`config.mk`:
```
export PLATFORM = sky130hd
export DESIGN_NAME = dcache_wt_ctrl_flat
export DESIGN_NICKNAME = d
export VERILOG_FILES = /design/src/rtl/dcache_wt_ctrl_if.sv /design/src/rtl/dcache_wt_ctrl.sv /design/src/flat_wrapper.sv
export SDC_FILE = /design/constraint.sdc
export NUM_CORES = 2
export LEC_CHECK = 0
export BUFFER_PORTS_ARGS = -buffer_cell sky130_fd_sc_hd__buf_4
export CAP_MARGIN = 20
export CELL_PAD_IN_SITES_DETAIL_PLACEMENT = 1
export CELL_PAD_IN_SITES_GLOBAL_PLACEMENT = 2
export CORE_ASPECT_RATIO = 0.8
export CORE_MARGIN = 1.5
export CORE_UTILIZATION = 30
export CTS_BUF_LIST = sky130_fd_sc_hd__clkbuf_8
export CTS_CLUSTER_SIZE = 12
export DETAILED_ROUTE_END_ITERATION = 6
export PLACE_DENSITY_LB_ADDON = 0.1
export SETUP_SLACK_MARGIN = 0.2
export SYNTH_ARGS = -nofsm -noshare
export SYNTH_HDL_FRONTEND = slang
export SYNTH_SLANG_ARGS = --single-unit
export TNS_END_PERCENT = 50
```
`constraint.sdc`:
```
create_clock -name clk -period 6.9 [get_ports clk]
set_clock_uncertainty 0.05 [all_clocks]
set_input_delay 0.69 -clock clk [delete_from_list [all_inputs] [get_ports clk]]
set_output_delay 0.69 -clock clk [all_outputs]
set_load 0.02 [all_outputs]
```
`src/rtl/dcache_wt_ctrl_if.sv`:
```
// Main-memory request/ready bus between the data cache controller and a
// multi-cycle memory; the controller is the master.
interface dcache_wt_ctrl_if #(
  parameter int unsigned ADDR_W = 32,
  parameter int unsigned DATA_W = 32
);
  logic              mem_req;
  logic              mem_we;
  logic [ADDR_W-1:0] mem_addr;
  logic [DATA_W-1:0] mem_wdata;
  logic [DATA_W-1:0] mem_rdata;
  logic              mem_ready;

  modport master (
    output mem_req, mem_we, mem_addr, mem_wdata,
    input  mem_rdata, mem_ready
  );

  modport slave (
    input  mem_req, mem_we, mem_addr, mem_wdata,
    output mem_rdata, mem_ready
  );
endinterface

```
`src/rtl/dcache_wt_ctrl.sv`:
```
// Direct-mapped, write-through, no-write-allocate data cache controller with
// one-word lines, fronting a req/ready main memory for a single-cycle core.
module dcache_wt_ctrl #(
  parameter int unsigned NUM_LINES = 64,
  parameter int unsigned DATA_W    = 32,
  parameter int unsigned ADDR_W    = 32
) (
  input  logic              clk,
  input  logic              reset_n,
  input  logic              mem_read,
  input  logic              mem_write,
  input  logic [ADDR_W-1:0] addr,
  input  logic [DATA_W-1:0] write_data,
  output logic [DATA_W-1:0] read_data,
  output logic              stall,
  output logic [31:0]       hit_count,
  output logic [31:0]       miss_count,
  dcache_wt_ctrl_if.master  mem
);

  localparam int unsigned IDX_W = $clog2(NUM_LINES);
  localparam int unsigned TAG_W = ADDR_W - 2 - IDX_W;

  typedef enum logic [1:0] {IDLE, RD_MISS, WR_THRU, DONE} state_t;

  state_t state, next_state;

  logic [NUM_LINES-1:0] valid;
  logic [TAG_W-1:0]     tag_store  [NUM_LINES];
  logic [DATA_W-1:0]    data_store [NUM_LINES];

  logic [IDX_W-1:0] index;
  logic [TAG_W-1:0] tag;
  logic             hit;
  logic             fill_en;
  logic             upd_en;
  logic             load_idle;

  assign index = addr[IDX_W+1:2];
  assign tag   = addr[ADDR_W-1:IDX_W+2];
  assign hit   = valid[index] && (tag_store[index] == tag);

  // Request fields come straight from the core inputs, which the core holds
  // constant while stalled, so they stay stable for the whole handshake.
  assign mem.mem_addr  = addr & ~ADDR_W'(3);
  assign mem.mem_wdata = write_data;

  assign fill_en   = (state == RD_MISS) && mem.mem_ready;
  assign upd_en    = (state == WR_THRU) && mem.mem_ready && hit;
  assign load_idle = (state == IDLE) && mem_read && !mem_write;

  always_ff @(posedge clk) begin
    if (!reset_n) begin
      state <= IDLE;
    end else begin
      state <= next_state;
    end
  end

  always_comb begin
    next_state  = state;
    stall       = 1'b0;
    mem.mem_req = 1'b0;
    mem.mem_we  = 1'b0;
    read_data   = data_store[index];
    unique case (state)
      IDLE: begin
        if (mem_write) begin
          stall      = 1'b1;
          next_state = WR_THRU;
        end else if (mem_read && !hit) begin
          stall      = 1'b1;
          next_state = RD_MISS;
        end
      end
      RD_MISS: begin
        stall       = 1'b1;
        mem.mem_req = 1'b1;
        if (mem.mem_ready) next_state = DONE;
      end
      WR_THRU: begin
        stall       = 1'b1;
        mem.mem_req = 1'b1;
        mem.mem_we  = 1'b1;
        if (mem.mem_ready) next_state = DONE;
      end
      DONE: begin
        next_state = IDLE;
      end
      default: next_state = IDLE;
    endcase
    // Reset overrides everything, abandoning any outstanding request at once.
    if (!reset_n) begin
      stall       = 1'b0;
      mem.mem_req = 1'b0;
      mem.mem_we  = 1'b0;
      read_data   = '0;
      next_state  = IDLE;
    end
  end

  always_ff @(posedge clk) begin
    if (!reset_n) begin
      valid <= '0;
    end else if (fill_en) begin
      valid[index] <= 1'b1;
    end
  end

  // Tag and data arrays carry no reset; valid bits alone qualify them.
  always_ff @(posedge clk) begin
    if (reset_n && fill_en) begin
      tag_store[index]  <= tag;
      data_store[index] <= mem.mem_rdata;
    end else if (reset_n && upd_en) begin
      data_store[index] <= write_data;
    end
  end

  always_ff @(posedge clk) begin
    if (!reset_n) begin
      hit_count  <= '0;
      miss_count <= '0;
    end else if (load_idle) begin
      if (hit && (hit_count != '1)) hit_count <= hit_count + 32'd1;
      if (!hit && (miss_count != '1)) miss_count <= miss_count + 32'd1;
    end
  end

endmodule

```
`src/flat_wrapper.sv`:
```
// flat-port wrapper written by rule: the top's interface ports become plain ports
module dcache_wt_ctrl_flat 
#(
  parameter int unsigned NUM_LINES = 64,
  parameter int unsigned DATA_W    = 32,
  parameter int unsigned ADDR_W    = 32
)
  (clk, reset_n, mem_read, mem_write, addr, write_data, read_data, stall, hit_count, miss_count, mem_mem_req, mem_mem_we, mem_mem_addr, mem_mem_wdata, mem_mem_rdata, mem_mem_ready);
  dcache_wt_ctrl_if #(.ADDR_W(ADDR_W), .DATA_W(DATA_W)) mem_i ();
  input  logic clk;
  input  logic reset_n;
  input  logic mem_read;
  input  logic mem_write;
  input  logic [ADDR_W-1:0] addr;
  input  logic [DATA_W-1:0] write_data;
  output logic [DATA_W-1:0] read_data;
  output logic stall;
  output logic [31:0] hit_count;
  output logic [31:0] miss_count;
  output wire logic [$bits(mem_i.mem_req)-1:0] mem_mem_req;
  output wire logic [$bits(mem_i.mem_we)-1:0] mem_mem_we;
  output wire logic [$bits(mem_i.mem_addr)-1:0] mem_mem_addr;
  output wire logic [$bits(mem_i.mem_wdata)-1:0] mem_mem_wdata;
  input wire logic [$bits(mem_i.mem_rdata)-1:0] mem_mem_rdata;
  input wire logic [$bits(mem_i.mem_ready)-1:0] mem_mem_ready;
  assign mem_mem_req = mem_i.mem_req;
  assign mem_mem_we = mem_i.mem_we;
  assign mem_mem_addr = mem_i.mem_addr;
  assign mem_mem_wdata = mem_i.mem_wdata;
  assign mem_i.mem_rdata = mem_mem_rdata;
  assign mem_i.mem_ready = mem_mem_ready;
  dcache_wt_ctrl #(.NUM_LINES(NUM_LINES), .DATA_W(DATA_W), .ADDR_W(ADDR_W)) u_core (.clk(clk), .reset_n(reset_n), .mem_read(mem_read), .mem_write(mem_write), .addr(addr), .write_data(write_data), .read_data(read_data), .stall(stall), .hit_count(hit_count), .miss_count(miss_count), .mem(mem_i));
endmodule
```
; ---- Yosys cells after proc, flatten, opt, wreduce, memory -nomap -nowiden
; Memories as Yosys holds them, arrays and structs flattened.
; Cells that the tools add are included.
[word_totals]
reg_bits = 130
latchBits = 0
ram_bits = 3584
rom_bits = 0
memories = 2
[classes]
addsub = 2
mul = 0
div = 0
magnitude_cmp = 2
n_eq_ne = 8
shift = 0
mux = 23
bitwise = 2
reduce_logical = 19
[memory_table]
columns = memory, depth, width, read_ports, rd_clocked_by_memory_dff, write_ports, line_no
row1 = u_core.data_store, 64, 32, 1, 0, 1, dcache_wt_ctrl.sv:30  ; logic [DATA_W-1:0] data_store [NUM_LINES];
row2 = u_core.tag_store, 64, 24, 1, 0, 1, dcache_wt_ctrl.sv:29  ; logic [TAG_W-1:0] tag_store [NUM_LINES];
[op_table]
columns = operator, n
row1 = "32-bit by 1-bit adder with 32-bit output, second input constant", 2
row2 = 32-bit 2-to-1 mux, 2
row3 = "32-bit != test, second input constant", 2
row4 = 64-bit OR, 1
row5 = 24-bit equality test, 1
row6 = 1-bit 2-to-1 mux, 14
row7 = 1-bit logical AND, 12
row8 = "6-bit by 7-bit less-than comparator with 1-bit output, second input constant", 1
row9 = 1-bit binary-select mux with 6-bit select, 1
row10 = 1-bit demux with 6-bit select, 1
row11 = "6-bit by 1-bit >= comparator with 1-bit output, second input constant", 1
row12 = 2-bit 2-to-1 mux, 3
row13 = 2-bit one-hot mux with 3 select lines, 1
row14 = 2-bit AND reduction, 3
row15 = "2-bit equality test, second input constant", 2
row16 = "3-bit != test, second input constant", 1
row17 = "2-bit by 1-bit equality test with 1-bit output, second input constant", 1
row18 = 1-bit zero test, 2
row19 = 2-bit zero test, 1
row20 = "2-bit by 1-bit != test with 1-bit output, second input constant", 1
row21 = 1-bit one-hot mux with 2 select lines, 1
row22 = 2-bit OR reduction, 1
row23 = 1-bit OR, 1

; ---- Longest topological paths before layout
[logic_depth]
ltp_word = 9
mapped_depth = 19
mapped_depth_nobuf = 11

; ---- Worst setup path before layout
; Ideal clock, no wire load.
[synth_timing]
path_kind = in2reg
start = input port addr[3]
end = memory u_core.data_store[10][0], enable pin
t_arrival_ns = 6.157
t_required_ns = 6.389
slack_ns = 0.232
stages = 16
cell_sequence = buf_6 > buf_6 > buf_2 > mux4_2 > a22oi_1 > and3_1 > a31oi_1 > or4_1 > a222oi_1 > nand4b_1 > nor2_1 > and2_1 > buf_2 > a31oi_1 > clkbuf_1 > nor3_1
[synth_between]
elab_chain_cells = 9
[synth_lines]
columns = item, line_no
row1 = "start, declared", flat_wrapper.sv:14  ; input logic [ADDR_W-1:0] addr;
row2 = memory 64 x 24 bit or 1-bit binary-select mux with 6-bit select (tied branches), --
row3 = 24-bit equality test or 1-bit 2-to-1 mux (tied branches), dcache_wt_ctrl.sv:41  ; assign hit = valid[index] && (tag_store[index] == tag);
row4 = 1-bit logical AND, dcache_wt_ctrl.sv:41
row5 = 1-bit logical AND, dcache_wt_ctrl.sv:49  ; assign upd_en = (state == WR_THRU) && mem.mem_ready && hit;
row6 = 1-bit logical AND, dcache_wt_ctrl.sv:115  ; end else if (reset_n && upd_en) begin
row7 = 1-bit 2-to-1 mux, dcache_wt_ctrl.sv:115
row8 = 1-bit 2-to-1 mux, dcache_wt_ctrl.sv:112  ; if (reset_n && fill_en) begin
row9 = 1-bit 2-to-1 mux (implied by the code), dcache_wt_ctrl.sv:116  ; data_store[index] <= write_data;
row10 = 1-bit OR (no source line), --
row11 = "end, declared", dcache_wt_ctrl.sv:30
; Several ways; a longest one is shown, not always the timed one. The select of a mux whose other input is x is not followed.

; ---- Final worst setup path
[layout_timing]
start = input port addr[2]
end = output port stall
[layout_between]
elab_chain_cells = 9
[layout_lines]
columns = item, line_no
row1 = memory 64 x 24 bit or 1-bit binary-select mux with 6-bit select (tied branches), --
row2 = 24-bit equality test or 1-bit 2-to-1 mux (tied branches), dcache_wt_ctrl.sv:41
row3 = 1-bit logical AND (*), dcache_wt_ctrl.sv:41
row4 = 1-bit zero test (*), dcache_wt_ctrl.sv:71  ; end else if (mem_read && !hit) begin
row5 = 1-bit logical AND (*), dcache_wt_ctrl.sv:71
row6 = 1-bit 2-to-1 mux (*), dcache_wt_ctrl.sv:71
row7 = 1-bit 2-to-1 mux (*), dcache_wt_ctrl.sv:68  ; if (mem_write) begin
row8 = 1-bit one-hot mux with 2 select lines (*), dcache_wt_ctrl.sv:66  ; unique case (state)
row9 = 1-bit 2-to-1 mux (*), dcache_wt_ctrl.sv:93  ; if (!reset_n) begin
row10 = "end, declared", flat_wrapper.sv:17  ; output logic stall;
; Mark *: on every way between the ends. The rest lies on a longest branch, timed or not. The select of a mux whose other input is x is not followed.

==> flow_summary.yaml <==
global_route:
  grt_pass1_wl_um: 793000
  grt_usage_pct: 24.3
  overflow: 0
  grt_max_degree: 96
  first_global_vias: 87700
  antenna_found_initial: 76
power_and_ir_drop:
  power_switching_mw: 11.8
  p_int_mw: 35.0
  power_leakage_nw: 55.6
  power_density_nw_per_um2: 274
  p_clk_share_pct: 40.3
  total_power_mw: 46.8
  ir_worst_vdd_v: 0.000205
  p_sw_share_pct: 25.2
  p_seq_share_pct: 53.0
  combPwrFrac_pct: 6.8
synthesis:
  ys.warnings.count: 0
  ys_seq_area_share_pct: 77.9
  synth_top_area_share_pct: 76.0
  synth_cell_types: 82
  synthFlopType: "edfxtp_1"
  avgSynthCellArea_um2: 18.1
  synthArstFlopShare_pct: 0
  yosysTopAreaCell: "edfxtp_1"
  ys_ff_latch: 3714
  netlist_instances: 7826
  synth_edf_count: 3584
  ys_top_cells_by_area: "edfxtp_1 76%, a22oi_1 3.4%, mux4_2 3.0%"
  synth_area_um2: 142000
cells_and_area:
  drive_gt1_share_pct: 25.4
  area_growth_syn_to_layout_pct: 20.3
  utilization_pct: 36.3
  nets: 9104
  final_cells: 15700
sta:
  slew_headroom_pct: 17.6
  tns_ps: 0
  min_period_ps: 6510
  tightest_slew_ps: 1230
  rsz0062_at_grt: "no"
  fin_crit_sh_pct: 94.3
  hold_viol: 0
  holdWs_ps: 101
  slew_viol_final: 0
  setup_viol: 0
  clock.fmax_mhz: 154
worst_setup_path:
  cp.arrival_ps: 5770
  cp-end-kind: "output port"
  r2r_setup_slack_ps: 930
  rr_worst_depth: 16
  critPathMaxStageDelay_ps: 870
  path_class: "in -> out"
  cp_slowest_cell: "xnor2_1"
  worstPathCellList: "buf_8 -> buf_4 -> mux2i_1 -> a22oi_1 -> nand3_1 -> buf_4 -> nand4_1 -> a21oi_1 -> xnor2_1 -> a2111oi_0 -> and4_1 -> buf_12 -> buf_4 -> a21oi_1 -> o21ai_0 -> a211oi_1 -> buf_4"
  crit_top_cell: "buf_4"
  r2r_start: "u_core.tag_store[23][20]"
  cp_max_fo: 42
  crit_required_ps: 6160
  cp-start-kind: "input pin"
  timing.rr.end: "u_core.data_store[57][5]"
die:
  die_height_um: 617
  pin_count: 264
  core-area_um2: 470000
  rows: 225
  initial_core_util_pct: 30.2
  die_area_um2: 476000
  die_w_um: 771
clock_tree:
  cts.sinks: 3714
  cts.path.max_buffers: 4
  cts_root_buffer: "clkbuf_8"
  cts_tree: "done"
  cts_buffers: 648
  cts_setup_buffers: 0
  clkLatencyLatePin_ps: 1270
  htreeDepth: 6
  cts.clk_slew.worst_paths_ps: 60
detailed_routing:
  drc: 0
  drt_wl_total_um: 595000
  vias: 87300
  dr.pass1.iters: 6
  antenna_left: 0
  viasPerCell: 5.55
  drt_iter0_drc: 11100
  avgRoutedWirePerCell_um: 37.8
worst_hold_path:
  hold_depth: 2
  hold_start: "addr[14]"
  holdPathEnd: "u_core.tag_store[21][6]"
  min_path_type: "in -> reg"
run:
  maxCapViolations: 0
placement:
  hpwl_um: 368000
  place_inst: 14500
  gp_congestion: 0.808
  portBuffers: 259
status:
  status: "complete, no violations"
==> flip-flops by register name, summed over array words and instances, names as in the netlist <==
name               flops
u_core.data_store   2048
u_core.hit_count      32
u_core.miss_count     32
u_core.state           2
u_core.tag_store    1536
u_core.valid          64
==> cell families (layout without fill, tap and decap cells) <==
kind of cell	after synthesis	count (layout)	synth area share [%]
AO/OA/AOI/OAI	1870	1870	9.72
XOR/XNOR	32	32	0.198
adder cells (fa/ha/maj)	7	7	0.0619
buffers and inverters	618	2257	2.08
flip-flops	3714	3714	77.9
multiplexers	719	719	6.94
other	1	15	0.00265
AND/OR/NAND/NOR	865	865	3.15
==> final cells by class <==
type	count	area (um^2)
antenna	13	32.5
timing repair buffer	1117	11200
clock buffer	677	9320
inverter	20	88.8
fill	46700	299000
tap	6242	7810
clock inverter	443	2190
multi-input combinational	3495	29400
sequential	3714	110000
==> what timing repair did <==
action                                  4_1_cts  5_1_grt
endpoints found under the setup margin        1        1
pin swaps                                     0        0
hold buffers                                 60        0
gates resized for setup                       1        6
endpoints found under the hold margin       888        0
gates cloned                                  0        0
==> metal layers <==
layer | up-vias | share of wire [%] | track usage (%)
met3 | 755 | 7.3 | 4.00
met2 | 3821 | 43 | 36.0
met5 | - | 0.028 | 0
met4 | 26 | 2.3 | 5.38
li1 | 35000 | - | -
met1 | 47700 | 47 | 37.1
==> power by group through the flow <==
| stage | clock [mW] | sequential, mW | combinational, mW |
|---|---|---|---|
| finish | 18.8 | 24.8 | 3.16 |
| global placement | 0 | 25.2 | 3.09 |
| CTS | 19.3 | 24.8 | 3.16 |
| floorplan | 0 | 25.2 | 1.32 |
| global route | 20.1 | 24.8 | 3.27 |
| detailed placement | 0 | 25.2 | 3.12 |
==> synthesized netlist by cell type, types with 12 or more instances <==
library cell,number
dfxtp_1,130
buf_4,95
a22o_1,137
edfxtp_1,3584
buf_1,93
o211ai_1,24
nand3_1,76
xnor2_1,14
o21ai_0,118
nor3b_1,12
a21o_1,70
a222oi_1,14
buf_6,19
mux2_2,176
a221o_1,30
or4_1,18
nand2_1,177
xor2_1,18
inv_1,17
nor4_1,31
and3b_1,13
a21oi_1,201
a211oi_1,16
a41oi_1,23
mux2i_1,335
nor3_1,81
o22ai_1,93
a22oi_1,633
nor2_1,207
mux4_2,191
a32oi_1,14
o221ai_1,15
o2bb2ai_1,13
clkbuf_1,296
mux2_1,17
and3_1,36
nand4_1,98
a221oi_1,282
buf_2,95
o31ai_1,19
nand2b_1,37
a31oi_1,105
o22a_1,14
==> cells in the final DEF (no fill, tap or decap), types with 30 or more instances in the layout <==
| master | Yosys | final |
|---|---|---|
| a21o_1 | 70 | 70 |
| clkinv_2 | 0 | 47 |
| o22ai_1 | 93 | 92 |
| a22o_1 | 137 | 137 |
| nand3_1 | 76 | 76 |
| nand2b_1 | 37 | 36 |
| a221o_1 | 30 | 30 |
| nor2_4 | 0 | 67 |
| a22oi_1 | 633 | 633 |
| inv_1 | 17 | 239 |
| dfxtp_1 | 130 | 130 |
| nor2_1 | 207 | 140 |
| clkinv_1 | 1 | 121 |
| edfxtp_1 | 3584 | 3584 |
| dlygate4sd3_1 | 0 | 60 |
| nand2_1 | 177 | 176 |
| buf_4 | 95 | 839 |
| a21oi_1 | 201 | 200 |
| and3_1 | 36 | 34 |
| a221oi_1 | 282 | 282 |
| mux4_2 | 191 | 191 |
| nor3_2 | 1 | 67 |
| nand4_1 | 98 | 98 |
| nor4_1 | 31 | 30 |
| clkbuf_8 | 0 | 677 |
| mux2_2 | 176 | 190 |
| buf_12 | 0 | 208 |
| a31oi_1 | 105 | 103 |
| o21ai_0 | 118 | 118 |
| mux2i_1 | 335 | 335 |
==> through the flow <==
stage	instance area, um^2	worst slack [ps]
global route	170000	239
finish	170000	391
floorplan	142000	232
global placement	158000	-320
detailed placement	158000	-231
CTS	170000	242
==> worst max-delay path by stage <==
stage | startpoint | end | slack [ps] | cells past startpoint
after detailed placement | addr[2] | u_core.data_store[27][24] | -230 | 22
after global routing | addr[2] | stall | 240 | 19
after floorplan | addr[3] | u_core.data_store[10][0] | 230 | 16
after CTS | addr[2] | stall | 240 | 19
after global placement | addr[2] | u_core.data_store[54][21] | -320 | 22
final | addr[2] | stall | 390 | 17
==> critical path, delay by kind of cell <==
kind,cells,cell delay (ps)
and+or+nand+nor,3,710
xor gates and xnor gates,1,870
muxes,1,170
AOI/OAI and AO/OA,6,1210
buffers and inverters,6,1940
No activity file was read; power rests on OpenSTA's default activity.
